## config.mk

```make
export PLATFORM = sky130hd
export DESIGN_NAME = neuron_mac_seq
export DESIGN_NICKNAME = d
export VERILOG_FILES = /design/src/rtl/neuron_mac_seq.sv
export SDC_FILE = /design/constraint.sdc
export NUM_CORES = 1
export LEC_CHECK = 0
export ABC_AREA = 1
export CORE_ASPECT_RATIO = 0.6
export CORE_MARGIN = 5
export CORE_UTILIZATION = 35
export DETAILED_ROUTE_END_ITERATION = 8
export GPL_ROUTABILITY_DRIVEN = 0
export RECOVER_POWER = 50
export REMOVE_ABC_BUFFERS = 1
export SLEW_MARGIN = 25
export SYNTH_ARGS = -nofsm -noshare
export SYNTH_HDL_FRONTEND = slang
export SYNTH_SLANG_ARGS = --single-unit
export TNS_END_PERCENT = 100
```

## constraint.sdc

```tcl
create_clock -name clk -period 5.1 [get_ports clk]
set_input_delay 1.02 -clock clk [delete_from_list [all_inputs] [get_ports clk]]
set_output_delay 1.02 -clock clk [all_outputs]
set_load 0.005 [all_outputs]
```

## src/rtl/neuron_mac_seq.sv

```systemverilog
// N-input ReLU neuron computed on a single time-multiplexed multiply-accumulate unit.
// Define NEURON_SAT_EN to saturate positive overflow to all ones instead of wrapping.
module neuron_mac_seq #(
  parameter int N_INPUTS = 3,
  parameter int IN_W     = 10,
  parameter int WT_W     = 8,
  parameter int OUT_W    = 11,
  parameter int ACC_W    = 24
) (
  input  logic                     clk,
  input  logic                     rst,
  input  logic                     in_valid,
  output logic                     in_ready,
  input  logic [N_INPUTS*IN_W-1:0] x_in,
  input  logic [N_INPUTS*WT_W-1:0] w_in,
  input  logic [WT_W-1:0]          bias_in,
  output logic                     out_valid,
  input  logic                     out_ready,
  output logic [OUT_W-1:0]         neuron_out
);

  localparam int IDX_W = (N_INPUTS > 1) ? $clog2(N_INPUTS) : 1;
  localparam logic [IDX_W-1:0] IDX_LAST = IDX_W'(N_INPUTS - 1);

  typedef enum logic [1:0] {
    ST_IDLE,
    ST_MAC,
    ST_OUT
  } state_t;

  state_t                         state_q, state_d;
  logic [N_INPUTS-1:0][IN_W-1:0]  x_q, x_d;
  logic [N_INPUTS-1:0][WT_W-1:0]  w_q, w_d;
  logic signed [ACC_W-1:0]        acc_q, acc_d;
  logic [IDX_W-1:0]               idx_q, idx_d;
  logic [OUT_W-1:0]               out_q, out_d;

  logic signed [IN_W:0]           x_ext;
  logic signed [WT_W-1:0]         w_sel;
  logic signed [IN_W+WT_W:0]      prod;
  logic signed [ACC_W-1:0]        acc_sum;
  logic [OUT_W-1:0]               act;

  // Activations are unsigned, so a zero MSB is prepended before the signed multiply.
  always_comb begin
    x_ext   = $signed({1'b0, x_q[idx_q]});
    w_sel   = $signed(w_q[idx_q]);
    prod    = x_ext * w_sel;
    acc_sum = acc_q + $signed({{(ACC_W-IN_W-WT_W-1){prod[IN_W+WT_W]}}, prod});
  end

  always_comb begin
    act = '0;
    if (!acc_sum[ACC_W-1] && (acc_sum != '0)) begin
`ifdef NEURON_SAT_EN
      if (|acc_sum[ACC_W-2:OUT_W]) begin
        act = '1;
      end else begin
        act = acc_sum[OUT_W-1:0];
      end
`else
      act = acc_sum[OUT_W-1:0];
`endif
    end
  end

  always_comb begin
    state_d   = state_q;
    x_d       = x_q;
    w_d       = w_q;
    acc_d     = acc_q;
    idx_d     = idx_q;
    out_d     = out_q;
    in_ready  = 1'b0;
    out_valid = 1'b0;
    case (state_q)
      ST_IDLE: begin
        in_ready = 1'b1;
        if (in_valid) begin
          x_d     = x_in;
          w_d     = w_in;
          acc_d   = $signed({{(ACC_W-WT_W){bias_in[WT_W-1]}}, bias_in});
          idx_d   = '0;
          state_d = ST_MAC;
        end
      end
      ST_MAC: begin
        acc_d = acc_sum;
        idx_d = idx_q + 1'b1;
        if (idx_q == IDX_LAST) begin
          out_d   = act;
          idx_d   = '0;
          state_d = ST_OUT;
        end
      end
      ST_OUT: begin
        out_valid = 1'b1;
        if (out_ready) begin
          state_d = ST_IDLE;
        end
      end
      default: state_d = ST_IDLE;
    endcase
  end

  // Reset wins in every state and throws away any partial accumulation.
  always_ff @(posedge clk) begin
    if (rst) begin
      state_q <= ST_IDLE;
      x_q     <= '0;
      w_q     <= '0;
      acc_q   <= '0;
      idx_q   <= '0;
      out_q   <= '0;
    end else begin
      state_q <= state_d;
      x_q     <= x_d;
      w_q     <= w_d;
      acc_q   <= acc_d;
      idx_q   <= idx_d;
      out_q   <= out_d;
    end
  end

  assign neuron_out = out_q;

endmodule

```

==> flow_summary.yaml <==
layout:
  syn_to_final_growth_pct: 46.0
  multi_input_area_um2: 6000
  final_cells: 1600
  final_util_pct: 52.0
  regArea_um2: 1870
  design_area_um2: 11500
  layout_commonest_cell: "nand2_1"
  antenna_cells: 0
  num-nets-final: 1512
  n_fill_cell: 2092
  drive_gt1_share_pct: 30.6
  layout_common_cells: "nand2_1 (185), inv_1 (159), nor2_1 (144)"
critical_path:
  crit_type: "flop to flop"
  cp_slowest_cell: "fa_2"
  start_kind: "flop"
  crit_fanout: 6
  cp.arrival_ns: 5.90
  regToRegSetupSlack_ns: -0.56
  crit_required_ns: 5.33
  end_kind: "flop"
  slowest_delay_ns: 0.62
  r2r_cells: 30
clocking:
  cts_root_buffer: "clkbuf_16"
  cts_tree: "done"
  htreeDepth: 3
  ctsHoldBuffers: 0
  clk_path_buf_depth: 2
  cts_sinks: 93
  clkTransAtPathRegs_ns: 0.06
  numCtsBuffers: 9
  worstSkewPairLatency_ns: 0.37
power:
  peakVddDrop_mv: 0.268
  total_power_mw: 4.10
  power.density_nw_per_um2: 357
  leakage_nw: 5.77
floorplan:
  core_area_um2: 22100
  row_count: 42
  start_util_pct: 35.6
  die_w_um: 204
  die_area_um2: 25700
  die_h_um: 126
  ioPinCount: 79
timing:
  rsz0062_at_grt: "true"
  fmax_mhz: 177
  period_share_pct: 111
  setup_viol: 16
  finalMaxSlewViolations: 61
  worst_pin_slew_ns: 2.04
  relSlewSlack_pct: -35.8
  fin_skew_ns: 0.0124
  finalCriticalPeriod_ns: 5.66
  hold_viol: 0
  setup_ws_ns: -0.564
global_routing:
  grt_use_total_pct: 19.4
  grt_pass1_wl_um: 40000
  grt_max_degree: 61
  antenna_found_initial: 0
  first_global_vias: 7663
  grt.overflow.total: 0
route:
  wl_um: 25000
  viasPerCell: 4.90
  antenna_left: 0
  drc: 0
  vias: 7842
  wl_met2_um: 9850
  wl_met1_um: 13300
  met3WireLength_um: 1650
  wl_per_cell_um: 15.6
  top_layer: "met4"
  drtIter0Drc: 441
  firstDrtPassIters: 7
place:
  placedCellCount: 1530
  port_buffers: 78
  place_area_um2: 9710
  hpwlAfterDp_um: 17900
logic_synthesis:
  yosys_warnings: 0
  ys_seq_elements: 93
  synth_top_family_by_area: "adder cells"
  synth_xor_area_share_pct: 1.08
  synth.avg_cell_area_um2: 7.22
  yosys.area_share.simple_pct: 26.1
  netlist_instances: 1089
  synthAdderAreaFrac_pct: 28.0
  yosysSeqAreaShare_pct: 23.7
  synth_compound_area_share_pct: 10.0
  syn_area_um2: 7860
  synthDistinctLibCells: 37
  muxShareOfSynthArea_pct: 0
run_status:
  status: "finished with violations"
  violations: "max-capacitance violations, max-slew violations, negative setup slack"
flow_run:
  max_cap_viol_count: 1
min_path:
  hold_depth: 2
  hold_class: "flop to flop"
logic make-up (layout without fill, tap and decap cells):
group,Yosys count,in the layout
DFF,93,93
adders and majority gates,137,137
and+or+nand+nor,493,495
AOI/OAI and AO/OA,130,130
buffers and inverters,228,451
xor gates and xnor gates,8,8
metrics by stage:
step | hold WS, ns | worst slack (ns) | TNS, ns
6_report | 0.477 | -0.564 | -6.56
3_3_place_gp | 0.469 | -0.696 | -10.19
4_1_cts | 0.486 | -0.449 | -4.78
2_1_floorplan | 0.432 | -0.419 | -4.40
5_1_grt | 0.501 | -0.774 | -15.48
3_5_place_dp | 0.473 | -0.747 | -11.82
cells in the mapped netlist, drive strengths merged:
cell type  count  share of area [%]
inv          193                9.2
o31ai          1              0.096
a22oi          2               0.37
a21oi         38                3.0
nand3         55                4.2
nand3b         3               0.29
nor4           1              0.080
nand2        265                 13
buf            4               0.38
clkinv         2               0.13
a221oi        10                1.1
nand4          8               0.64
nor3           3               0.19
fa            65                 17
o21ai         59                3.8
clkbuf        29                1.4
o21bai         1              0.096
a31oi         18                1.4
or2            1              0.080
o221ai         1               0.11
nor2         157                7.6
dfxtp         93                 24
xnor2          4               0.54
xor2           4               0.54
ha            72                 11
final cells by class:
| type | instances | share of cell area (%) |
|---|---|---|
| multi-input combinational | 770 | 52.2 |
| clock inverter | 3 | 0.381 |
| clock buffer | 13 | 2.27 |
| timing repair inverter | 1 | 0.0981 |
| sequential | 93 | 16.3 |
| tap | 286 | 3.12 |
| timing repair buffer | 239 | 19.0 |
| inverter | 195 | 6.62 |
state kept, by name, summed over array words and instances (netlist names):
name / flops
acc_q: 24
neuron_out: 11
x_q: 30
state_q: 2
idx_q: 2
w_q: 24
power by group:
part / internal [mW] / total (mW) / switching (mW)
clock: 0.407 / 0.712 / 0.305
sequential: 0.794 / 0.840 / 0.0453
combinational: 1.26 / 2.55 / 1.29
total: 2.46 / 4.10 / 1.64
layer usage:
layer / vias to the layer above / track usage (%)
met1: 3770 / 31.0
met4: 0 / 3.17
met3: 17 / 4.68
met2: 216 / 26.6
li1: 3839 / -
met5: - / 0
timing repair:
item / in CTS / in global routing
setup buffers: 31 / 20
cloned: 5 / 0
setup endpoints to repair: 27 / 28
pin swaps: 46 / 91
resized for setup: 152 / 95
final timing paths:
path	start	end
setup / recovery	idx_q[0]	neuron_out[1]
hold / removal	neuron_out[1]	neuron_out[1]
setup reg to reg	idx_q[0]	neuron_out[1]
hold reg to reg	neuron_out[1]	neuron_out[1]
worst max-delay path: cells and delay by family (launching register included):
family / cells / cell delay [ns]
adders and majority gates: 6 / 2.54
buffers and inverters: 9 / 1.02
DFF: 1 / 0.33
and+or+nand+nor: 12 / 1.24
AOI/OAI and AO/OA: 3 / 0.37
No activity file was read; power rests on OpenSTA's default activity.
